==> src/rtl/ram_dma_engine.sv <==
`default_nettype none
// ============================================================================
// Module   : ram_dma_engine
// Purpose  : Block copy / fill / additive checksum engine driving RAM16K.
// Revision : 1.0 - initial release
// ============================================================================
module ram_dma_engine #(
    parameter int ADDR_WIDTH = 14,
    parameter int DATA_WIDTH = 16
) (
    input  logic                  clk,
    input  logic                  reset,
    input  logic                  start,
    input  logic [1:0]            mode,
    input  logic [ADDR_WIDTH-1:0] src,
    input  logic [ADDR_WIDTH-1:0] dst,
    input  logic [ADDR_WIDTH:0]   len,
    input  logic [DATA_WIDTH-1:0] fill_value,
    input  logic                  abort,
    output logic                  busy,
    output logic                  done,
    output logic                  aborted,
    output logic [DATA_WIDTH-1:0] result,
    output logic [ADDR_WIDTH:0]   count,
    output logic [ADDR_WIDTH-1:0] ram_address,
    output logic                  ram_load,
    output logic [DATA_WIDTH-1:0] ram_in,
    input  logic [DATA_WIDTH-1:0] ram_out
);

    typedef enum logic [2:0] {
        S_IDLE  = 3'd0,
        S_RD    = 3'd1,
        S_WR    = 3'd2,
        S_SUM   = 3'd3,
        S_DRAIN = 3'd4,
        S_FIN   = 3'd5
    } state_t;

    localparam logic [1:0]            c_mode_copy = 2'd0;
    localparam logic [1:0]            c_mode_fill = 2'd1;
    localparam logic [1:0]            c_mode_sum  = 2'd2;
    localparam logic [ADDR_WIDTH-1:0] c_addr_one  = ADDR_WIDTH'(1);
    localparam logic [ADDR_WIDTH:0]   c_len_one   = (ADDR_WIDTH+1)'(1);

    state_t                r_state;
    logic [1:0]            r_mode;
    logic [ADDR_WIDTH-1:0] r_src;
    logic [ADDR_WIDTH-1:0] r_dst;
    logic [ADDR_WIDTH:0]   r_len;
    logic [ADDR_WIDTH:0]   r_idx;
    logic [DATA_WIDTH-1:0] r_wdata;
    logic                  r_copy_wr;

    logic [ADDR_WIDTH-1:0] w_idx_lo;
    logic [ADDR_WIDTH-1:0] w_src_next;
    logic [ADDR_WIDTH-1:0] w_dst_next;
    logic [ADDR_WIDTH-1:0] w_dst_cur;
    logic                  w_last;
    logic                  w_sum_valid;
    logic                  w_count_inc;
    logic                  w_idle;

    assign w_idx_lo    = r_idx[ADDR_WIDTH-1:0];
    assign w_src_next  = r_src + w_idx_lo + c_addr_one;
    assign w_dst_next  = r_dst + w_idx_lo + c_addr_one;
    assign w_dst_cur   = r_dst + w_idx_lo;
    assign w_last      = (r_idx == (r_len - c_len_one));
    // Read data lags its address by one cycle, so the first SUM cycle has nothing to add.
    assign w_sum_valid = ((r_state == S_SUM) && (r_idx != '0)) || (r_state == S_DRAIN);
    assign w_count_inc = (r_state == S_WR) || w_sum_valid;
    assign w_idle      = (r_state == S_IDLE) || (r_state == S_FIN);

    // Copy writes forward the RAM read data of the preceding RD cycle directly.
    assign ram_in = r_copy_wr ? ram_out : r_wdata;

    always_ff @(posedge clk) begin
        if (reset) begin
            r_state     <= S_IDLE;
            r_mode      <= '0;
            r_src       <= '0;
            r_dst       <= '0;
            r_len       <= '0;
            r_idx       <= '0;
            r_wdata     <= '0;
            r_copy_wr   <= 1'b0;
            busy        <= 1'b0;
            done        <= 1'b0;
            aborted     <= 1'b0;
            result      <= '0;
            count       <= '0;
            ram_address <= '0;
            ram_load    <= 1'b0;
        end else begin
            done    <= 1'b0;
            aborted <= 1'b0;
            // The access presented this cycle always completes, even under abort.
            if (w_count_inc) begin
                count <= count + c_len_one;
            end
            if (w_sum_valid) begin
                result <= result + ram_out;
            end

            if (w_idle) begin
                r_state <= S_IDLE;
                if (start) begin
                    r_mode  <= mode;
                    r_src   <= src;
                    r_dst   <= dst;
                    r_len   <= len;
                    r_wdata <= fill_value;
                    r_idx   <= '0;
                    count   <= '0;
                    if (mode == c_mode_sum) begin
                        result <= '0;
                    end
                    if ((len == '0) || (mode == 2'd3)) begin
                        r_state <= S_FIN;
                        done    <= 1'b1;
                    end else begin
                        busy <= 1'b1;
                        case (mode)
                            c_mode_copy: begin
                                r_state     <= S_RD;
                                ram_address <= src;
                                ram_load    <= 1'b0;
                                r_copy_wr   <= 1'b0;
                            end
                            c_mode_fill: begin
                                r_state     <= S_WR;
                                ram_address <= dst;
                                ram_load    <= 1'b1;
                                r_copy_wr   <= 1'b0;
                            end
                            default: begin
                                r_state     <= S_SUM;
                                ram_address <= src;
                                ram_load    <= 1'b0;
                                r_copy_wr   <= 1'b0;
                            end
                        endcase
                    end
                end
            end else if (abort) begin
                r_state   <= S_IDLE;
                busy      <= 1'b0;
                aborted   <= 1'b1;
                ram_load  <= 1'b0;
                r_copy_wr <= 1'b0;
            end else begin
                case (r_state)
                    S_RD: begin
                        r_state     <= S_WR;
                        ram_address <= w_dst_cur;
                        ram_load    <= 1'b1;
                        r_copy_wr   <= 1'b1;
                    end
                    S_WR: begin
                        if (w_last) begin
                            r_state   <= S_FIN;
                            done      <= 1'b1;
                            busy      <= 1'b0;
                            ram_load  <= 1'b0;
                            r_copy_wr <= 1'b0;
                        end else begin
                            r_idx <= r_idx + c_len_one;
                            if (r_mode == c_mode_copy) begin
                                r_state     <= S_RD;
                                ram_address <= w_src_next;
                                ram_load    <= 1'b0;
                                r_copy_wr   <= 1'b0;
                            end else begin
                                ram_address <= w_dst_next;
                            end
                        end
                    end
                    S_SUM: begin
                        if (w_last) begin
                            r_state <= S_DRAIN;
                        end else begin
                            r_idx       <= r_idx + c_len_one;
                            ram_address <= w_src_next;
                        end
                    end
                    S_DRAIN: begin
                        r_state <= S_FIN;
                        done    <= 1'b1;
                        busy    <= 1'b0;
                    end
                    default: begin
                        r_state <= S_IDLE;
                    end
                endcase
            end
        end
    end

endmodule
`default_nettype wire

==> config.mk <==
export PLATFORM = sky130hd
export DESIGN_NAME = ram_dma_engine
export DESIGN_NICKNAME = d
export VERILOG_FILES = /design/src/rtl/ram_dma_engine.sv
export SDC_FILE = /design/constraint.sdc
export NUM_CORES = 1
export LEC_CHECK = 0
export BUFFER_PORTS_ARGS = -buffer_cell sky130_fd_sc_hd__buf_2
export CORE_MARGIN = 4
export CORE_UTILIZATION = 55
export DETAILED_ROUTE_END_ITERATION = 16
export PLACE_DENSITY = 0.77
export SYNTH_ARGS = -nofsm -noshare
export SYNTH_HDL_FRONTEND = slang
export SYNTH_SLANG_ARGS = --single-unit
==> constraint.sdc <==
create_clock -name clk -period 7.25 [get_ports clk]
set_clock_uncertainty 0.15 [all_clocks]
set_input_delay 1.0875 -clock clk [delete_from_list [all_inputs] [get_ports clk]]
set_output_delay 1.0875 -clock clk [all_outputs]
set_load 0.01 [all_outputs]
==> impl_metrics.env <==
export IMPL_slew_limit_headroom_pct=17.6
export IMPL_synth_area_per_cell_um2=7.71
export IMPL_tightest_slew_ns=1.23
export IMPL_die_h_um=133
export IMPL_initial_utilization_pct=56.3
export IMPL_leakagePower_nw=4.46
export IMPL_cts_tree="done"
export IMPL_die_width_um=133
export IMPL_synth_async_reset_ratio_pct=0
export IMPL_r2r_slack_ns=3.55
export IMPL_clockRootBuffer="clkbuf_16"
export IMPL_worstPathArrival_ns=3.85
export IMPL_routed_wl_um=24200
export IMPL_crit_path_end_kind="flop"
export IMPL_reg2reg_depth=9
export IMPL_hold_violations=0
export IMPL_reg2reg_from="r_len[0]"
export IMPL_overflow=0
export IMPL_rsz0062_at_grt="no"
export IMPL_track_usage_pct=26.4
export IMPL_seqPwrFrac_pct=36.5
export IMPL_clock_sinks=129
export IMPL_coreArea_um2=15300
export IMPL_slowest_delay_ns=0.56
export IMPL_row_count=45
export IMPL_path_common_cell="or4b_4"
export IMPL_wl_per_cell_um=16.7
export IMPL_synthTopCellsByArea="dfxtp_1 (30%), nand2_1 (8.5%), a21oi_1 (6.9%)"
export IMPL_synthFlopType="dfxtp_1"
export IMPL_syn_num_nets=1244
export IMPL_use_met1_pct=33.4
export IMPL_gp_routability_congestion=0.983
export IMPL_synth_cells=1114
export IMPL_power_total_mw=2.18
export IMPL_clkTransAtPathRegs_ns=0.06
export IMPL_final_common_cell="nand2_1"
export IMPL_synthesis_area_um2=8590
export IMPL_dr_total_vias=8640
export IMPL_slowest_stage="and4b_1"
export IMPL_combPwrFrac_pct=21.0
export IMPL_power_density_nw_per_um2=218
export IMPL_min_from="ram_address[3]"
export IMPL_preCtsSetupSlack_ns=3.24
export IMPL_final_cell_mix="nand2_1 (194), buf_2 (145), dfxtp_1 (129)"
export IMPL_min_path_cells=2
export IMPL_vdd_ir_drop_worst_mv=0.162
export IMPL_layout_drive_gt1_share_pct=17.7
export IMPL_fmax_ghz=0.271
export IMPL_post_route_period_util_pct=51.0
export IMPL_setup_slack_ns=3.55
export IMPL_r2r_end="ram_address[11]"
export IMPL_hpwlAfterDp_um=17300
export IMPL_drc=0
export IMPL_crit_path_cell_trace="inv_1 > ha_1 > or4b_4 > or4b_4 > a2111oi_2 > and4b_1 > o21ai_4 > mux2_4 > o311a_1"
export IMPL_ys_warn_count=0
export IMPL_num_antenna_cells=0
export IMPL_met3_usage_pct=5.51
export IMPL_startpoint_type="flop"
export IMPL_finalSetupViolCount=0
export IMPL_drt_iter0_drc=694
export IMPL_synth_edf_count=0
export IMPL_cts_setup_buffers=0
export IMPL_setup_tns_ns=0
export IMPL_yosysUniqueCellTypes=74
export IMPL_ant_nets=0
export IMPL_grt_use_met2_pct=44.8
export IMPL_clockBufferDepth=2
export IMPL_antenna_found_initial=0
export IMPL_hold_path_class="reg -> reg"
export IMPL_grt_pass1_wl_um=38600
export IMPL_post_cts_resized=0
export IMPL_vias_per_cell=5.98
export IMPL_synth_top_area_share_pct=30.1
export IMPL_status="completed"
export IMPL_dieArea_um2=17700
export IMPL_yosysSeqAreaShare_pct=30.1
export IMPL_yosysTopAreaCell="dfxtp_1"
export IMPL_p_switching_mw=0.644
export IMPL_path_class="reg -> reg"
export IMPL_ioPinCount=146
export IMPL_worst_hold_slack_ns=0.297
export IMPL_h_tree_depth=4
export IMPL_cell_internal_pwr_mw=1.53
export IMPL_p_sw_share_pct=29.6
export IMPL_clk_latency_ns=0.42
export IMPL_power_frac_clock_pct=42.5
export IMPL_crit_required_ns=7.41
export IMPL_io_buffers=145
export IMPL_slew_violations=0
export IMPL_max_cap_violations=0
export IMPL_crit_fanout=14
export IMPL_numCtsBuffers=17
export IMPL_grt_pass1_vias=7791
export IMPL_drtPass1Iterations=5
export IMPL_fin_util_pct=65.6
export IMPL_fin_nets=1352
export IMPL_min_period_ns=3.70
export IMPL_syn2layout_area_growth_pct=16.5
export IMPL_grt_max_degree=69
export IMPL_worstHoldEndpoint="ram_address[3]"
export IMPL_grt_busiest_layer="met2"
export IMPL_synth_seq_cells=129
export IMPL_hold_buffers=0
==> worst max path at each step <==
stage | cells past startpoint | start | end
after floorplan | 10 | ram_out[0] | result[14]
after global placement | 11 | ram_out[0] | result[14]
after detailed placement | 11 | ram_out[0] | result[14]
after CTS | 9 | r_len[0] | ram_address[11]
after global routing | 9 | r_len[0] | ram_address[13]
final | 9 | r_len[0] | ram_address[11]
==> registers in the layout, indices dropped and copies added (netlist names) <==
signal,flops
done,1
r_src,14
count,15
r_idx,15
result,16
r_wdata,16
ram_address,14
r_len,15
aborted,1
ram_load,1
busy,1
r_mode,2
r_state,3
r_dst,14
r_copy_wr,1
==> layer usage <==
layer	vias to the layer above	wire length (um)
li1	4232	-
met1	4067	10300
met2	298	11500
met3	43	1780
met4	0	640
met5	-	0
==> cell families (layout without fill, tap and decap cells) <==
group / after synthesis / in the layout / share of synthesized area [%]
and+or+nand+nor: 466 / 466 / 25.5
AOI/OAI and AO/OA: 289 / 289 / 22.0
DFF: 129 / 129 / 30.1
buffers and inverters: 80 / 201 / 3.85
xor gates and xnor gates: 58 / 58 / 5.92
adders and majority gates: 49 / 49 / 7.40
muxes: 43 / 43 / 5.30
==> through the flow <==
stage | area (um2) | std cells
floorplan | 8590 | 1114
global placement | 9370 | 1414
detailed placement | 9370 | 1414
CTS | 10000 | 1446
global route | 10000 | 1446
finish | 10000 | 1446
==> synthesized netlist by cell type, types with 11 or more instances <==
cell	n
nand2_1	195
dfxtp_1	129
a21oi_1	118
nor2_1	82
clkbuf_1	56
ha_1	46
nand3_1	40
o21ai_0	38
nor3_1	32
xnor2_1	30
xor2_1	28
mux2i_1	26
or3_1	25
inv_1	18
a31oi_1	17
mux2_2	16
nor2b_1	16
and3_1	14
nand4_1	12
o21a_1	12
a211oi_1	11
==> final cells by class <==
class                           count  area, um2
Clock buffer                       20        457
Clock inverter                     12        180
Fill cell                        1376       5250
Inverter                           18       67.6
Multi-Input combinational cell    905       5680
Sequential cell                   129       2580
Tap cell                          211        264
Timing Repair Buffer              151        771
==> power groups by stage <==
stage,clock network [mW],logic [mW],registers (mW)
2_1_floorplan,0,0.328,0.802
3_5_place_dp,0,0.451,0.810
3_3_place_gp,0,0.445,0.809
6_report,0.926,0.456,0.796
5_1_grt,0.967,0.505,0.802
4_1_cts,0.936,0.454,0.795
==> critical path: cells and delay by family, from the launching register on <==
kind                       cells  cell delay, ns
AOI/OAI and AO/OA              3            0.77
buffers and inverters          1            0.08
DFF                            1            0.37
adders and majority gates      1            0.23
muxes                          1            0.34
and+or+nand+nor                3            1.63
Note: power is estimated with default switching activity, not from simulation.
